## src/rtl/morse_pkg.sv

```systemverilog
// Shared types, unit ratios and character encoding for the Morse playback block.
package morse_pkg;

  typedef enum logic [2:0] {
    IDLE     = 3'd0,
    LOAD     = 3'd1,
    MARK     = 3'd2,
    GAP      = 3'd3,
    CHAR_GAP = 3'd4,
    WORD_GAP = 3'd5
  } morse_state_e;

  localparam logic [2:0] DOT_UNITS      = 3'd1;
  localparam logic [2:0] DASH_UNITS     = 3'd3;
  localparam logic [2:0] GAP_UNITS      = 3'd1;
  localparam logic [2:0] CHAR_GAP_UNITS = 3'd3;
  localparam logic [2:0] WORD_GAP_UNITS = 3'd4;

  function automatic logic [7:0] fold_case(input logic [7:0] c);
    logic [7:0] r;
    if (c >= 8'h61 && c <= 8'h7A) r = c - 8'h20;
    else r = c;
    return r;
  endfunction

  // {supported, len[2:0], pattern[4:0]}; element i is pattern[4-i], 1 = dash.
  function automatic logic [8:0] morse_encode(input logic [7:0] ascii);
    logic [8:0] code;
    code = 9'b0;
    case (ascii)
      8'h41: code = {1'b1, 3'd2, 5'b01000};
      8'h42: code = {1'b1, 3'd4, 5'b10000};
      8'h43: code = {1'b1, 3'd4, 5'b10100};
      8'h44: code = {1'b1, 3'd3, 5'b10000};
      8'h45: code = {1'b1, 3'd1, 5'b00000};
      8'h46: code = {1'b1, 3'd4, 5'b00100};
      8'h47: code = {1'b1, 3'd3, 5'b11000};
      8'h48: code = {1'b1, 3'd4, 5'b00000};
      8'h49: code = {1'b1, 3'd2, 5'b00000};
      8'h4A: code = {1'b1, 3'd4, 5'b01110};
      8'h4B: code = {1'b1, 3'd3, 5'b10100};
      8'h4C: code = {1'b1, 3'd4, 5'b01000};
      8'h4D: code = {1'b1, 3'd2, 5'b11000};
      8'h4E: code = {1'b1, 3'd2, 5'b10000};
      8'h4F: code = {1'b1, 3'd3, 5'b11100};
      8'h50: code = {1'b1, 3'd4, 5'b01100};
      8'h51: code = {1'b1, 3'd4, 5'b11010};
      8'h52: code = {1'b1, 3'd3, 5'b01000};
      8'h53: code = {1'b1, 3'd3, 5'b00000};
      8'h54: code = {1'b1, 3'd1, 5'b10000};
      8'h55: code = {1'b1, 3'd3, 5'b00100};
      8'h56: code = {1'b1, 3'd4, 5'b00010};
      8'h57: code = {1'b1, 3'd3, 5'b01100};
      8'h58: code = {1'b1, 3'd4, 5'b10010};
      8'h59: code = {1'b1, 3'd4, 5'b10110};
      8'h5A: code = {1'b1, 3'd4, 5'b11000};
      8'h30: code = {1'b1, 3'd5, 5'b11111};
      8'h31: code = {1'b1, 3'd5, 5'b01111};
      8'h32: code = {1'b1, 3'd5, 5'b00111};
      8'h33: code = {1'b1, 3'd5, 5'b00011};
      8'h34: code = {1'b1, 3'd5, 5'b00001};
      8'h35: code = {1'b1, 3'd5, 5'b00000};
      8'h36: code = {1'b1, 3'd5, 5'b10000};
      8'h37: code = {1'b1, 3'd5, 5'b11000};
      8'h38: code = {1'b1, 3'd5, 5'b11100};
      8'h39: code = {1'b1, 3'd5, 5'b11110};
      default: code = 9'b0;
    endcase
    return code;
  endfunction

endpackage

```

## src/rtl/morse_playback_ctrl_fifo.sv

```systemverilog
// Character buffer: 8-bit synchronous FIFO with show-ahead read data.
module morse_char_fifo
  import morse_pkg::*;
#(
  parameter int DEPTH = 4
) (
  input  logic       clock,
  input  logic       reset,
  input  logic       push,
  input  logic       pop,
  input  logic [7:0] wdata,
  output logic [7:0] rdata,
  output logic       full,
  output logic       empty
);

  localparam int PTR_W = (DEPTH > 1) ? $clog2(DEPTH) : 1;
  localparam int CNT_W = PTR_W + 1;

  logic [7:0]       mem_q [DEPTH];
  logic [PTR_W-1:0] wr_ptr_q, wr_ptr_d;
  logic [PTR_W-1:0] rd_ptr_q, rd_ptr_d;
  logic [CNT_W-1:0] count_q, count_d;
  logic             do_push_s, do_pop_s;

  assign full  = (count_q == CNT_W'(DEPTH));
  assign empty = (count_q == CNT_W'(0));
  assign rdata = mem_q[rd_ptr_q];

  // Pointer and occupancy next-state
  always_comb begin
    do_push_s = push && !full;
    do_pop_s  = pop && !empty;
    wr_ptr_d  = wr_ptr_q;
    rd_ptr_d  = rd_ptr_q;
    count_d   = count_q;
    if (do_push_s) wr_ptr_d = wr_ptr_q + PTR_W'(1);
    else wr_ptr_d = wr_ptr_q;
    if (do_pop_s) rd_ptr_d = rd_ptr_q + PTR_W'(1);
    else rd_ptr_d = rd_ptr_q;
    if (do_push_s && !do_pop_s) count_d = count_q + CNT_W'(1);
    else if (do_pop_s && !do_push_s) count_d = count_q - CNT_W'(1);
    else count_d = count_q;
  end

  // Storage and pointer registers
  always_ff @(posedge clock or posedge reset) begin
    if (reset) begin
      wr_ptr_q <= '0;
      rd_ptr_q <= '0;
      count_q  <= '0;
      for (int i = 0; i < DEPTH; i++) mem_q[i] <= 8'h00;
    end else begin
      wr_ptr_q <= wr_ptr_d;
      rd_ptr_q <= rd_ptr_d;
      count_q  <= count_d;
      if (do_push_s) mem_q[wr_ptr_q] <= wdata;
    end
  end

endmodule

```

## src/rtl/morse_playback_ctrl.sv

```systemverilog
// Buffers ASCII characters and keys each one out as timed Morse code.
module morse_playback_ctrl
  import morse_pkg::*;
#(
  parameter int UNIT_CYCLES = 12500000,
  parameter int FIFO_DEPTH  = 4
) (
  input  logic        clock,
  input  logic        reset,
  input  logic [7:0]  in_ascii,
  input  logic        in_valid,
  output logic        in_ready,
  output logic        key_out,
  output logic [31:0] cur_ascii,
  output logic        busy,
  output logic        bad_char
);

  localparam int CNT_W = (UNIT_CYCLES > 1) ? $clog2(UNIT_CYCLES) : 1;

  morse_state_e     state_q, state_d;
  logic [CNT_W-1:0] cnt_q, cnt_d;
  logic [2:0]       units_q, units_d;
  logic [2:0]       idx_q, idx_d;
  logic [2:0]       len_q, len_d;
  logic [4:0]       pat_q, pat_d;
  logic [7:0]       char_q, char_d;
  logic             sup_q, sup_d;
  logic             space_q, space_d;
  logic             bad_char_q, bad_char_d;
  logic             key_out_q, key_out_d;
  logic [31:0]      cur_ascii_q, cur_ascii_d;

  logic       fifo_full_s, fifo_empty_s, pop_s;
  logic [7:0] fifo_rdata_s, head_char_s;
  logic [8:0] head_code_s;
  logic       timed_s, unit_end_s, last_unit_s;

  morse_char_fifo #(.DEPTH(FIFO_DEPTH)) u_fifo (
    .clock (clock),
    .reset (reset),
    .push  (in_valid),
    .pop   (pop_s),
    .wdata (in_ascii),
    .rdata (fifo_rdata_s),
    .full  (fifo_full_s),
    .empty (fifo_empty_s)
  );

  assign in_ready  = !fifo_full_s;
  assign busy      = (state_q != IDLE) || !fifo_empty_s;
  assign key_out   = key_out_q;
  assign cur_ascii = cur_ascii_q;
  assign bad_char  = bad_char_q;

  // Next-state, unit timer and output decode
  always_comb begin
    state_d     = state_q;
    units_d     = units_q;
    idx_d       = idx_q;
    len_d       = len_q;
    pat_d       = pat_q;
    char_d      = char_q;
    sup_d       = sup_q;
    space_d     = space_q;
    cur_ascii_d = cur_ascii_q;
    bad_char_d  = 1'b0;
    pop_s       = 1'b0;
    head_char_s = fold_case(fifo_rdata_s);
    head_code_s = morse_encode(head_char_s);
    timed_s     = (state_q != IDLE) && (state_q != LOAD);
    unit_end_s  = timed_s && (cnt_q == CNT_W'(UNIT_CYCLES - 1));
    last_unit_s = unit_end_s && (units_q == 3'd1);

    // The counter restarts at every state entry, so durations are exact unit multiples.
    if (!timed_s) cnt_d = '0;
    else if (unit_end_s) cnt_d = '0;
    else cnt_d = cnt_q + CNT_W'(1);

    if (unit_end_s && !last_unit_s) units_d = units_q - 3'd1;
    else units_d = units_q;

    case (state_q)
      IDLE: begin
        if (!fifo_empty_s) begin
          pop_s      = 1'b1;
          char_d     = head_char_s;
          sup_d      = head_code_s[8];
          len_d      = head_code_s[7:5];
          pat_d      = head_code_s[4:0];
          space_d    = (head_char_s == 8'h20);
          bad_char_d = !head_code_s[8] && (head_char_s != 8'h20);
          state_d    = LOAD;
        end else begin
          state_d = IDLE;
        end
      end
      LOAD: begin
        if (sup_q) begin
          cur_ascii_d = {24'h000000, char_q};
          idx_d       = 3'd0;
          units_d     = pat_q[4] ? DASH_UNITS : DOT_UNITS;
          state_d     = MARK;
        end else if (space_q) begin
          cur_ascii_d = 32'h0;
          units_d     = WORD_GAP_UNITS;
          state_d     = WORD_GAP;
        end else begin
          cur_ascii_d = 32'h0;
          state_d     = IDLE;
        end
      end
      MARK: begin
        if (last_unit_s) begin
          if ((idx_q + 3'd1) < len_q) begin
            units_d = GAP_UNITS;
            state_d = GAP;
          end else begin
            units_d = CHAR_GAP_UNITS;
            state_d = CHAR_GAP;
          end
        end else begin
          state_d = MARK;
        end
      end
      GAP: begin
        if (last_unit_s) begin
          idx_d   = idx_q + 3'd1;
          units_d = pat_q[3'd3 - idx_q] ? DASH_UNITS : DOT_UNITS;
          state_d = MARK;
        end else begin
          state_d = GAP;
        end
      end
      CHAR_GAP: begin
        if (last_unit_s) begin
          cur_ascii_d = 32'h0;
          state_d     = IDLE;
        end else begin
          state_d = CHAR_GAP;
        end
      end
      WORD_GAP: begin
        if (last_unit_s) state_d = IDLE;
        else state_d = WORD_GAP;
      end
      default: begin
        cur_ascii_d = 32'h0;
        state_d     = IDLE;
      end
    endcase

    key_out_d = (state_d == MARK);
  end

  // Controller state and registered outputs
  always_ff @(posedge clock or posedge reset) begin
    if (reset) begin
      state_q     <= IDLE;
      cnt_q       <= '0;
      units_q     <= 3'd0;
      idx_q       <= 3'd0;
      len_q       <= 3'd0;
      pat_q       <= 5'd0;
      char_q      <= 8'h00;
      sup_q       <= 1'b0;
      space_q     <= 1'b0;
      bad_char_q  <= 1'b0;
      key_out_q   <= 1'b0;
      cur_ascii_q <= 32'h0;
    end else begin
      state_q     <= state_d;
      cnt_q       <= cnt_d;
      units_q     <= units_d;
      idx_q       <= idx_d;
      len_q       <= len_d;
      pat_q       <= pat_d;
      char_q      <= char_d;
      sup_q       <= sup_d;
      space_q     <= space_d;
      bad_char_q  <= bad_char_d;
      key_out_q   <= key_out_d;
      cur_ascii_q <= cur_ascii_d;
    end
  end

endmodule

```

## config.mk

```make
export PLATFORM = sky130hd
export DESIGN_NAME = morse_playback_ctrl
export DESIGN_NICKNAME = d
export VERILOG_FILES = /design/src/rtl/morse_pkg.sv /design/src/rtl/morse_playback_ctrl_fifo.sv /design/src/rtl/morse_playback_ctrl.sv
export SDC_FILE = /design/constraint.sdc
export NUM_CORES = 1
export LEC_CHECK = 0
export CORE_MARGIN = 1
export CORE_UTILIZATION = 40
export DETAILED_ROUTE_END_ITERATION = 16
export SLEW_MARGIN = 25
export SYNTH_ARGS = -nofsm -noshare
export SYNTH_HDL_FRONTEND = slang
export SYNTH_SLANG_ARGS = --single-unit
```

## constraint.sdc

```tcl
create_clock -name clock -period 3.7 [get_ports clock]
set_input_delay 0.74 -clock clock [delete_from_list [all_inputs] [get_ports clock]]
set_output_delay 0.74 -clock clock [all_outputs]
set_load 0.005 [all_outputs]
```

---- Word level (Yosys, flattened, before mapping) ----
Memory sizes are Yosys's and may differ from the RTL's.
Index checks and enable logic that the tools add are counted.
word-level totals
  register bits after elaboration ......... 124
  bits in read-only memories .............. 1152
  input port bits ......................... 11
  output and inout port bits .............. 36
  word-level logic and storage cells ...... 124
  memories ................................ 1
memories
  name              words  width  rd ports  clocked after Yosys merged registers in  wr ports  line             RTL
  (name not given)  128    9      1         0                                        0         morse_pkg.sv:30  case (ascii)
operators by class
  $add $sub $neg .......................... 9
  order comparisons ....................... 7
  equal/unequal tests ..................... 15
  muxes and demuxes ....................... 42
  bitwise operators ....................... 4
  reduce and logical (&&, ||, !) cells .... 27
operator list
  operator                                                                              count
  32-bit one-hot mux with 3 select lines                                                1
  24-bit two-way mux                                                                    2
  3-bit two-way mux                                                                     15
  8-bit two-way mux                                                                     5
  32-bit bitwise mux                                                                    1
  32-bit two-way mux                                                                    1
  24-bit by 1-bit adder with 24-bit output (second input constant)                      1
  24-bit == test (second input constant)                                                1
  3-bit one-hot mux with 6 select lines                                                 1
  8-bit binary-select mux with 2-bit select                                             1
  8-bit demux with 2-bit select                                                         1
  1-bit logical AND                                                                     11
  3-bit by 2-bit == test with 1-bit output (second input constant)                      3
  3-bit == test (second input constant)                                                 3
  9-bit two-way mux                                                                     1
  3-bit one-hot mux with 3 select lines                                                 1
  8-bit by 6-bit == test with 1-bit output (second input constant)                      1
  8-bit by 7-bit greater-or-equal comparator with 1-bit output (second input constant)  1
  8-bit by 7-bit less-or-equal comparator with 1-bit output (second input constant)     1
  8-bit by 6-bit != test with 1-bit output (second input constant)                      1
  8-bit by 6-bit subtractor with 8-bit output (second input constant)                   1
  1-bit two-way mux                                                                     7
  3-bit by 1-bit adder with 3-bit output (second input constant)                        2
  3-bit by 1-bit == test with 1-bit output (second input constant)                      2
  22 further kinds                                                                      39

---- Logic depth before layout (Yosys ltp) ----
Gate-level depths: netlist of run 1.
An unclocked memory read counts as a cell.
  depth after elaboration ................. 13
  depth in mapped cells ................... 11

---- Cells and area by module ----
Synthesis of run 1 repeated with hierarchy kept, for this count alone.
unflattened totals
  cell total of the unflattened synthesis .. 535
  area total of the unflattened synthesis .. 5604.1 sq um
modules (own cells, without submodules)
  module               instances  cells an instance  area each (sq um)
  morse_playback_ctrl  1          422                3818.7
  morse_char_fifo      1          113                1785.5

---- Worst setup path before layout of run 1 ----
Ideal clock, no wire load.
  kind .................................... reg-to-reg
  from .................................... reg u_fifo.rd_ptr_q[0]
  to ...................................... reg bad_char_q, in the netlist bad_char
  library setup time ...................... 134 ps
  data arrival time ....................... 2966 ps
  required time ........................... 3566 ps
  slack ................................... 600 ps
  cell stages (with the launch flop) ...... 12
  path buffers ............................ 2
  clock period less this slack ............ 3100 ps
  path through ............................ dfrtp_1 -> buf_2 -> buf_2 -> mux4_2 -> inv_1 -> ha_1 -> nor2b_1 -> a221o_1 -> a21o_1 -> o32ai_4 -> a31o_2 -> a21oi_1
on the way
  cells in the longest elaborated chain, start to end .. 13
  elaborated cells on any way between the ends .. 16
ends and longest elaborated chain
  item                                                                                                                                       line                            RTL
  start: declaration                                                                                                                         morse_playback_ctrl_fifo.sv:22  logic [PTR_W-1:0] rd_ptr_q, rd_ptr_d;
  start signal: assignment                                                                                                                   morse_playback_ctrl_fifo.sv:55  rd_ptr_q <= rd_ptr_d;
  2-bit NOT with 3-bit output (implied by the code) *                                                                                        morse_playback_ctrl_fifo.sv:28  assign rdata = mem_q[rd_ptr_q];
  8-bit binary-select mux with 2-bit select *                                                                                                morse_playback_ctrl_fifo.sv:28
  8-bit two-way mux (implied by the code) * (2 in a row)                                                                                     morse_playback_ctrl_fifo.sv:28
  via fifo_rdata_s[0]                                                                                                                        morse_playback_ctrl.sv:35       logic [7:0] fifo_rdata_s, head_char_s;
  8-bit by 7-bit greater-or-equal comparator with 1-bit output or 8-bit by 7-bit less-or-equal comparator with 1-bit output (tied branches)  morse_pkg.sv:21                 if (c >= 8'h61 && c <= 8'h7A) r = c - 8'h20;
  1-bit logical AND                                                                                                                          morse_pkg.sv:21
  8-bit two-way mux *                                                                                                                        morse_pkg.sv:21
  memory read 128 x 9 bit                                                                                                                    -
  9-bit two-way mux                                                                                                                          morse_pkg.sv:30
  1-bit logical NOT                                                                                                                          morse_playback_ctrl.sv:92       bad_char_d = !head_code_s[8] && (head_char_s != 8'h20);
  1-bit logical AND *                                                                                                                        morse_playback_ctrl.sv:92
  1-bit two-way mux *                                                                                                                        morse_playback_ctrl.sv:85       if (!fifo_empty_s) begin
  1-bit two-way mux *                                                                                                                        morse_playback_ctrl.sv:83       case (state_q)
  via bad_char_d                                                                                                                             morse_playback_ctrl.sv:30       logic bad_char_q, bad_char_d;
  end signal: assignment                                                                                                                     morse_playback_ctrl.sv:181      bad_char_q <= bad_char_d;
  end: declaration                                                                                                                           morse_playback_ctrl.sv:30
The timed path passes the listed nets; every way through them passes the cells marked *. The select of a mux whose other input is x is not followed.
A chain may end at the register's enable or synchronous reset.

---- Worst setup path in the final report of run 1 ----
  from .................................... reg u_fifo.rd_ptr_q[1]
  to ...................................... reg bad_char_q, in the netlist bad_char
The elaborated chain is that of the path after synthesis.

==> key figures, run 1 <==
Worst hold path
  – Worst hold path type: register to register
  – Hold path depth: 2
  – Hold Path End: char_q[6]$_DFFE_PP0P_
  – Hold wc startpoint: char_q[6]$_DFFE_PP0P_

Routing
  – WL final: 12,000 µm
  – DRC viols: 0
  – Drt wl/cell: 15.9 µm
  – Initial DRC Count: 294
  – Vias: 4,052
  – DRT antenna net count: 0
  – Vias/cell: 5.37
  – Drt pass-1 iters: 4

STA
  – Relative slew slack: 42.3%
  – Final worst slack: 0.573 ns
  – Final Setup Violations: 0
  – Worst hold margin: 0.482 ns
  – Tcrit/Tclk final: 84.5%
  – Max Slew Vio Count: 0
  – Final Hold Fails: 0
  – Layout Skew: 0.00446 ns
  – Unrepaired setup endpoints after global routing: no
  – Tightest Pin Transition: 0.858 ns
  – FMAX: 0.320 GHz
  – Total negative slack: 0 ns
  – Min cycle time layout: 3.13 ns

Worst setup path
  – WP data arrival: 3.35 ns
  – Worst path required time: 3.92 ns
  – Critical Setup Path Class: register to register
  – R2r setup slk: 0.57 ns
  – Worst Setup End Kind: register
  – Critical Path Fanout Max: 12
  – RR Endpoint: bad_char$_DFF_PP0_
  – Worst R2R Start: u_fifo.rd_ptr_q[1]$_DFFE_PP0P_
  – Critical path startpoint category: register
  – Reg2reg path depth: 9

Placed design
  – PortBufs: 22
  – Final Wtd Congestion: 0.887
  – Dpl ws: 0.550 ns
  – DP HPWL: 8650 µm

Synth
  – Gate Count Post-Synth: 553
  – Main synth FF type: dfrtp_1
  – Main area contributors after synthesis: dfrtp_1, mux2_2, ha_1
  – Synth Register Bits: 100
  – Synthesized area: 5660 µm²
  – EDFF count, synth: 0
  – Ys Warns: 0
  – Area leader, netlist: dfrtp_1
  – Post-synth top area share: 44.2%
  – Syn_area_per_cell: 10.2 µm²
  – Post-synthesis sequential area ratio: 44.2%
  – Synth async-reset ratio: 100%
  – Netlist cell types: 61

Global route
  – Largest net degree at the start of global routing: 57
  – Global-route wire length before repair: 19,400 µm
  – Initial antenna violation count: 0
  – Total track usage: 17.1%
  – Vias in the first global route: 3,892
  – Congestion Overflow GR: 0

Clocking
  – Post-CTS resize count: 0
  – Sink Count: 100
  – Worst skew pair latency: 0.35 ns
  – CTS root buf: clkbuf_16
  – CTS max path bufs: 2
  – CTS Hold Bufs: 0
  – CTS tree: done
  – H-tree Lvls: 3
  – CTS Buf Count: 9
  – Clock transition at the registers of the reported paths: 0.06 ns
  – # Post-CTS Setup Buffers: 0

Power
  – Max IR drop VDD: 0.518 mV
  – Leakage: 0.00266 µW
  – Power Density: 945 nW/µm²
  – Final Power: 5930 µW

Floorplanning
  – Core Region: 13,800 µm²
  – Die height: 121 µm
  – Die Wd: 121 µm
  – I/O pins: 47
  – Die area: 14,600 µm²
  – FP Rows: 43
  – Starting Density: 40.9%

Final layout
  – Area of the multi-input gates: 2890 µm²
  – Final core occ: 45.4%
  – # fillers: 1,290
  – Number of nets in the layout: 600
  – Ratio of cells with drive above 1 in the final layout: 13.4%
  – Syn-to-layout area delta: 10.9%
  – Ant. Diodes: 0
  – Seq. cell area: 2500 µm²

Outcome
  – Status: complete, no violations

Run
  – Max_cap viols: 0
==> cell usage in the layout, fill, tap and decap left out, types with 4 or more instances in the layout <==
| master | n |
|---|---|
| conb_1 | 24 |
| a22o_1 | 10 |
| clkbuf_16 | 9 |
| clkdlybuf4s50_1 | 22 |
| and2_1 | 5 |
| o21ai_0 | 29 |
| buf_4 | 4 |
| mux4_2 | 7 |
| nor2b_1 | 8 |
| a31oi_1 | 10 |
| xor2_1 | 12 |
| nand2_1 | 46 |
| nor2_1 | 44 |
| inv_1 | 18 |
| mux2i_1 | 11 |
| o21a_1 | 4 |
| or2_2 | 5 |
| nor3b_1 | 5 |
| nand3_1 | 18 |
| nor3_1 | 11 |
| ha_1 | 19 |
| o211ai_1 | 6 |
| nand4_1 | 8 |
| a21oi_1 | 14 |
| a21boi_0 | 5 |
| and3_1 | 4 |
| nand2b_1 | 7 |
| xnor2_1 | 17 |
| mux2_2 | 38 |
| dfrtp_1 | 100 |
==> sequential cells by signal, indices dropped and copies added, names as in the netlist, 3 cells and up <==
register and count:
cnt_q 24, u_fifo.count_q 3, len_q 3, cur_ascii 8, pat_q 5, idx_q 3, u_fifo.mem_q 32, state_q 3
units_q 3, char_q 8
==> per-layer routing <==
| metal | global-route usage (%) | share of wire [%] |
|---|---|---|
| met5 | 0 | 0 |
| met4 | 7.64 | 2.6 |
| met3 | 3.99 | 3.3 |
| met2 | 27.6 | 47 |
| met1 | 21.8 | 47 |
==> metrics by stage <==
step | std cells | instance area, µm²
floorplan | 576 | 5740
global route | 754 | 6270
CTS | 754 | 6270
global placement | 738 | 5970
detailed placement | 738 | 5970
finish | 754 | 6270
==> how the worst max path moves through the flow <==
stage | from | to | cells after the start | slack, ns
after detailed placement | u_fifo.rd_ptr_q[1]$_DFFE_PP0P_ | pat_q[4]$_DFFE_PP0P_ | 9 | 0.55
after floorplan | reset | bad_char$_DFF_PP0_ | 1 | 0.34
after CTS | u_fifo.rd_ptr_q[1]$_DFFE_PP0P_ | pat_q[4]$_DFFE_PP0P_ | 9 | 0.54
final | u_fifo.rd_ptr_q[1]$_DFFE_PP0P_ | bad_char$_DFF_PP0_ | 9 | 0.57
after global placement | u_fifo.rd_ptr_q[1]$_DFFE_PP0P_ | pat_q[2]$_DFFE_PP0P_ | 9 | 0.64
after global routing | u_fifo.rd_ptr_q[1]$_DFFE_PP0P_ | pat_q[2]$_DFFE_PP0P_ | 9 | 0.29
==> final cells by class <==
type | count | share of cell area, %
clock buffer | 12 | 4.09
clock inverter | 4 | 0.758
inverter | 20 | 1.24
multi-input combinational | 411 | 46.1
sequential | 100 | 39.9
tap | 180 | 3.59
timing repair buffer | 27 | 4.31
==> worst max-delay path: stages (launching register included) <==
cell	delay, ns
dfrtp_1	0.64
mux4_2	0.46
inv_1	0.18
ha_1	0.29
nor2b_1	0.08
a221o_1	0.38
a21o_1	0.24
o32ai_4	0.44
a31o_2	0.23
a21oi_1	0.06
==> logic make-up (layout without fill, tap and decap cells) <==
family | Yosys count | after routing | share of synthesized area (%)
other | 1 | 24 | 0.0663
buffers and inverters | 65 | 63 | 6.13
XOR/XNOR | 29 | 29 | 4.49
AO/OA/AOI/OAI | 105 | 105 | 12.5
adder cells (fa/ha/maj) | 20 | 20 | 4.56
flip-flops | 100 | 100 | 44.2
multiplexers | 56 | 56 | 12.3
AND/OR/NAND/NOR | 177 | 177 | 15.7
==> synthesized netlist by cell type (11+ instances only) <==
| cell | number |
|---|---|
| dfrtp_1 | 100 |
| mux2i_1 | 11 |
| clkbuf_1 | 15 |
| nor3_1 | 11 |
| nand3_1 | 18 |
| mux2_2 | 38 |
| nor2_1 | 44 |
| xor2_1 | 12 |
| ha_1 | 19 |
| buf_4 | 24 |
| xnor2_1 | 17 |
| inv_1 | 19 |
| o21ai_0 | 29 |
| a21oi_1 | 14 |
| nand2_1 | 46 |
==> where the power goes <==
group,switching [µW],total [µW],internal [µW]
Clock,406,965,559
Sequential,295,1750,1460
Combinational,1860,3210,1350
Power figures use the tool's default switching activity.
==> run 2: changes to the inputs <==
==> constraint.sdc (replaced) <==
create_clock -name clock -period 2.55 [get_ports clock]
set_input_delay 0.51 -clock clock [delete_from_list [all_inputs] [get_ports clock]]
set_output_delay 0.51 -clock clock [all_outputs]
set_load 0.005 [all_outputs]
==> key figures, run 2 (synthesized netlist as in run 1, its figures left out) <==
STA
  – Max Slew Vio Count: 0
  – Unrepaired setup endpoints after global routing: yes
  – Worst hold margin: 0.483 ns
  – Relative slew slack: 47.9%
  – Final Hold Fails: 0
  – Min cycle time layout: 2.50 ns
  – Tcrit/Tclk final: 98.1%
  – FMAX: 0.400 GHz
  – Final Setup Violations: 0
  – Tightest Pin Transition: 0.781 ns
  – Final worst slack: 0.0479 ns
  – Layout Skew: 0.00770 ns

Final layout
  – Ant. Diodes: 0
  – Syn-to-layout area delta: 14.5%
  – Ratio of cells with drive above 1 in the final layout: 17.7%
  – Biggest register: u_fifo.mem_q
  – Final core occ: 46.8%
  – Most common cell after layout, fill and taps aside: dfrtp_1
  – Final std cells w/o fill: 780
  – Commonest cells after routing, fill and taps aside: dfrtp_1, nand2_1, nor2_1, mux2_2, buf_4
  – Largest regs: u_fifo.mem_q x32, cnt_q x24
  – Number of nets in the layout: 628
  – Max reg flops: 32

Worst setup path
  – R2r setup slk: 0.05 ns
  – Worst path required time: 2.81 ns
  – Worst Setup SP: u_fifo.rd_ptr_q[0]$_DFFE_PP0P_
  – Critical path's slowest cell: mux4_2
  – RR Endpoint: pat_q[4]$_DFFE_PP0P_
  – CP peak stage delay: 0.56 ns
  – Reg2reg path depth: 9
  – Critical Setup Path Class: register to register
  – Worst setup endpoint: pat_q[4]$_DFFE_PP0P_
  – WP data arrival: 2.76 ns
  – Critical path startpoint category: register
  – Worst R2R Start: u_fifo.rd_ptr_q[0]$_DFFE_PP0P_
  – Critical Path Fanout Max: 5
  – Worst Setup End Kind: register
  – CP Cell Sequence: mux4_2, buf_4, ha_1, nand2b_1, nor4_2, a21o_1, o21ai_1, o21bai_1, a22oi_1

Clocking
  – CTS tree: done
  – CTS max path bufs: 2
  – CTS root buf: clkbuf_16
  – H-tree Lvls: 3
  – Clock transition at the registers of the reported paths: 0.06 ns
  – Worst skew pair latency: 0.35 ns
  – CTS Buf Count: 9
  – Sink Count: 100

Floorplanning
  – I/O pins: 47
  – Starting Density: 40.9%
  – FP Rows: 43
  – Die area: 14,600 µm²
  – Die height: 121 µm
  – Die Wd: 121 µm
  – Core Region: 13,800 µm²

Routing
  – Vias: 4,156
  – DRT antenna net count: 0
  – Vias/cell: 5.33
  – Drt wl/cell: 15.4 µm
  – Initial DRC Count: 281
  – WL final: 12,000 µm
  – DRC viols: 0
  – Drt pass-1 iters: 7

Global route
  – Vias in the first global route: 4,215
  – Global-route wire length before repair: 20,900 µm
  – Total track usage: 18.3%
  – Largest net degree at the start of global routing: 101
  – Initial antenna violation count: 0
  – Congestion Overflow GR: 0

Worst hold path
  – Worst hold path type: register to register
  – Hold wc startpoint: char_q[2]$_DFFE_PP0P_

Power
  – Final Power: 9030 µW
  – Power Density: 1400 nW/µm²
  – Max IR drop VDD: 0.765 mV
  – Leakage: 0.00278 µW

Run
  – Max_cap viols: 0

Placed design
  – DP HPWL: 8810 µm
  – Final Wtd Congestion: 0.946
  – PortBufs: 22
  – Placed insts: 765
  – Dpl ws: 0.00997 ns

Outcome
  – Status: complete, no violations
## run 2: cell count changes in the layout (fill, tap and decap cells not counted)
cell       before  now
buf_12          1    2
ha_1           19   18
clkinv_2        2    3
inv_1          18   17
bufinv_16       1    0
clkbuf_8        2    1
a2111oi_0       2    1
buf_4           4   31
a41oi_1         1    0
a2111oi_1       0    1
a41oi_2         0    1
ha_4            0    1
## run 2: area by class of cell
type / instances / area [µm²]
clock buffers: 11 / 243
clock inverters: 3 / 15.0
fillers: 1304 / 7350
inverters: 20 / 81.3
multi-input cells: 411 / 2920
flip-flops and latches: 100 / 2500
well taps: 180 / 225
repair buffers: 55 / 493
## run 2: power by group
group          internal [µW]  leakage [µW]  total, µW  switching (µW)
clock network            672      0.000131       1230             554
logic                   2420       0.00137       5350            2920
registers               2120       0.00129       2460             342
total                   5210       0.00278       9030            3820
## run 2: timing repair
item                                    in CTS  in global routing
endpoints found under the setup margin       2                  9
hold buffers                                 0                  0
gates resized for setup                      0                  2
buffers inserted                             1                  0
pin swaps                                    1                  2
## run 2: worst max-delay path: cells and delay by family, from the launching register on
| kind | cells | cell delay, ns |
|---|---|---|
| AOI/OAI and AO/OA | 4 | 0.78 |
| adders and majority gates | 1 | 0.20 |
| buffers and inverters | 1 | 0.18 |
| DFF | 1 | 0.38 |
| muxes | 1 | 0.56 |
| and+or+nand+nor | 2 | 0.33 |
## run 2: routing by layer
layer	track usage, %	vias to the layer above	share of wire, %
met5	0	-	0
met4	7.25	0	2.3
met3	4.09	25	3.3
met2	29.4	79	48
met1	23.9	2052	46
li1	-	2000	-
## run 2: metrics by stage
stage	instance area, µm²	setup TNS [ns]
floorplan	5780	-0.911
global placement	6190	0
detailed placement	6190	0
CTS	6470	0
global route	6470	-0.184
finish	6470	0
## run 2: how the worst min path moves through the flow
stage                             to  cells past startpoint
5_1_grt        char_q[2]$_DFFE_PP0P_                      2
2_1_floorplan   len_q[0]$_DFFE_PP0P_                      2
4_1_cts        char_q[2]$_DFFE_PP0P_                      2
6_report       char_q[2]$_DFFE_PP0P_                      2
3_5_place_dp   char_q[2]$_DFFE_PP0P_                      2
3_3_place_gp   char_q[0]$_DFFE_PP0P_                      2
==> run 3: changes to the inputs <==
--- a/config.mk
+++ b/config.mk
@@ -6,8 +6,10 @@
 export NUM_CORES = 1
 export LEC_CHECK = 0
 export CORE_MARGIN = 1
-export CORE_UTILIZATION = 40
+export CORE_UTILIZATION = 53
 export DETAILED_ROUTE_END_ITERATION = 16
+export PLACE_DENSITY = 0.77
+export SKIP_LAST_GASP = 1
 export SLEW_MARGIN = 25
 export SYNTH_ARGS = -nofsm -noshare
 export SYNTH_HDL_FRONTEND = slang
==> key figures, run 3 (synthesized netlist as in run 1, its figures left out) <==
Final layout
  – Syn-to-layout area delta: 12.3%
  – Final std cells w/o fill: 739
  – Biggest register: u_fifo.mem_q
  – Largest regs: u_fifo.mem_q x32, cnt_q x24
  – Number of nets in the layout: 629
  – Design area: 6350 µm²
  – Ant. Diodes: 0
  – Most common cell after layout, fill and taps aside: dfrtp_1
  – Max reg flops: 32
  – Commonest cells after routing, fill and taps aside: dfrtp_1, nand2_1, nor2_1, mux2_2, buf_4
  – Ratio of cells with drive above 1 in the final layout: 18.1%

Floorplanning
  – FP Rows: 37
  – Die height: 105 µm
  – Starting Density: 54.8%
  – I/O pins: 47
  – Die Wd: 105 µm
  – Die area: 11,100 µm²
  – Core Region: 10,300 µm²

STA
  – Max Slew Vio Count: 0
  – Relative slew slack: 46.1%
  – FMAX: 0.395 GHz
  – Unrepaired setup endpoints after global routing: yes
  – Layout Skew: 0.0132 ns
  – Tightest Pin Transition: 0.808 ns
  – Tcrit/Tclk final: 99.2%
  – Final Hold Fails: 0
  – Final Setup Violations: 0
  – Min cycle time layout: 2.53 ns
  – Worst hold margin: 0.494 ns

Worst setup path
  – RR Endpoint: bad_char$_DFF_PP0_
  – Critical Setup Path Class: register to register
  – CP Cell Sequence: mux4_2, buf_4, ha_1, nand2b_1, nor4_2, a21o_1, o32ai_4, buf_12, a31o_2, a21oi_1
  – Critical path startpoint category: register
  – Worst Setup SP: u_fifo.rd_ptr_q[0]$_DFFE_PP0P_
  – Worst path depth: 10
  – WP data arrival: 2.84 ns
  – CP peak stage delay: 0.56 ns
  – Worst Setup End Kind: register
  – Reg2reg path depth: 10
  – Critical path's slowest cell: mux4_2
  – CP Buf/Inv Count: 2
  – Top delay family on crit path: compound AO/OA/AOI/OAI gates
  – Worst R2R Start: u_fifo.rd_ptr_q[0]$_DFFE_PP0P_
  – Critical Path Fanout Max: 9
  – R2r setup slk: 0.02 ns
  – Worst setup endpoint: bad_char$_DFF_PP0_
  – Worst path required time: 2.86 ns

Power
  – Leakage: 0.00274 µW
  – Max IR drop VDD: 0.866 mV
  – Comb pwr share: 61.5%
  – Flop pwr share: 28.1%
  – Power share of the clock group: 10.4%
  – Final Power: 8770 µW
  – Power Density: 1380 nW/µm²
  – Pint: 4950 µW
  – Switch share: 43.5%
  – Switch Pwr: 3820 µW

Global route
  – Largest net degree at the start of global routing: 101
  – Vias in the first global route: 4,153
  – Total track usage: 22.6%
  – Global-route wire length before repair: 19,800 µm
  – Initial antenna violation count: 0
  – Congestion Overflow GR: 0

Clocking
  – CTS tree: done
  – Clock transition at the registers of the reported paths: 0.09 ns
  – Sink Count: 100
  – CTS root buf: clkbuf_8
  – H-tree Lvls: 3
  – CTS Buf Count: 9
  – CTS max path bufs: 2
  – Worst skew pair latency: 0.38 ns

Routing
  – Drt wl/cell: 15.8 µm
  – Vias: 4,214
  – Initial DRC Count: 272
  – Vias/cell: 5.70
  – DRC viols: 0
  – Drt pass-1 iters: 5
  – WL final: 11,700 µm
  – DRT antenna net count: 0

Worst hold path
  – Worst hold path type: register to register
  – Hold wc startpoint: len_q[0]$_DFFE_PP0P_

Placed design
  – DP HPWL: 8390 µm
  – Placed insts: 722
  – Area after DPL: 6150 µm²
  – Final Wtd Congestion: 0.972
  – PortBufs: 22

Outcome
  – Status: complete, no violations

Run
  – Max_cap viols: 0
-- run 3: cell types whose count changed in the layout (fill, tap and decap cells not counted) --
cell,previous run,this run
dfrtp_2,0,1
clkbuf_8,1,10
clkinvlp_4,1,3
clkbuf_1,1,2
o21ai_0,29,28
o21ai_1,2,3
buf_12,2,3
dfrtp_1,100,99
clkbuf_16,9,0
clkinv_2,3,2
-- run 3: how the worst min path moves through the flow --
stage,endpoint,slack [ns],cells after the start
finish,len_q[0]$_DFFE_PP0P_,0.49,2
floorplan,len_q[0]$_DFFE_PP0P_,0.44,2
global placement,char_q[2]$_DFFE_PP0P_,0.47,2
global route,pat_q[1]$_DFFE_PP0P_,0.50,2
CTS,len_q[0]$_DFFE_PP0P_,0.50,2
detailed placement,len_q[0]$_DFFE_PP0P_,0.47,2
-- run 3: worst min-delay path, stage by stage, from the launching register on --
cell and delay (ns):
dfrtp_1 0.35, nand2_1 0.05, o21ai_1 0.06
-- run 3: through the flow --
step / setup TNS [ns] / utilization [%] / setup slack [ns]
3_5_place_dp: 0 / 59.6 / 0.0183
4_1_cts: 0 / 61.4 / 0.00945
6_report: 0 / 61.5 / 0.0194
3_3_place_gp: 0 / 59.6 / 0.0849
5_1_grt: -0.349 / 61.5 / -0.0917
2_1_floorplan: -0.911 / - / -0.150
-- run 3: power by group through the flow --
stage                     clock network (µW)  registers, µW  logic (µW)
after floorplan                            0           2380        3750
after global placement                     0           2460        5040
after detailed placement                   0           2490        5170
after CTS                                935           2460        5300
after global routing                     990           2530        5890
final                                    909           2470        5390
-- run 3: timing repair --
action	in CTS	in global routing
cloned	0	0
buffers inserted	1	0
hold buffers	0	0
gates resized for setup	0	4
endpoints found under the setup margin	2	9
pin swaps	1	2
-- run 3: layer usage --
layer | GRT usage, % | vias up | wire (µm)
met5 | 0 | - | 0
met4 | 9.46 | 0 | 330
met3 | 5.26 | 36 | 470
met2 | 38.5 | 104 | 5800
met1 | 27.6 | 2075 | 5080
li1 | - | 1999 | -
-- run 3: cell type report --
| cell class | instances | area [µm²] |
|---|---|---|
| Clock buffer | 12 | 145 |
| Clock inverter | 4 | 25.0 |
| Fill cell | 829 | 3970 |
| Inverter | 20 | 81.3 |
| Multi-Input combinational cell | 411 | 2920 |
| Sequential cell | 100 | 2500 |
| Tap cell | 136 | 170 |
| Timing Repair Buffer | 56 | 513 |
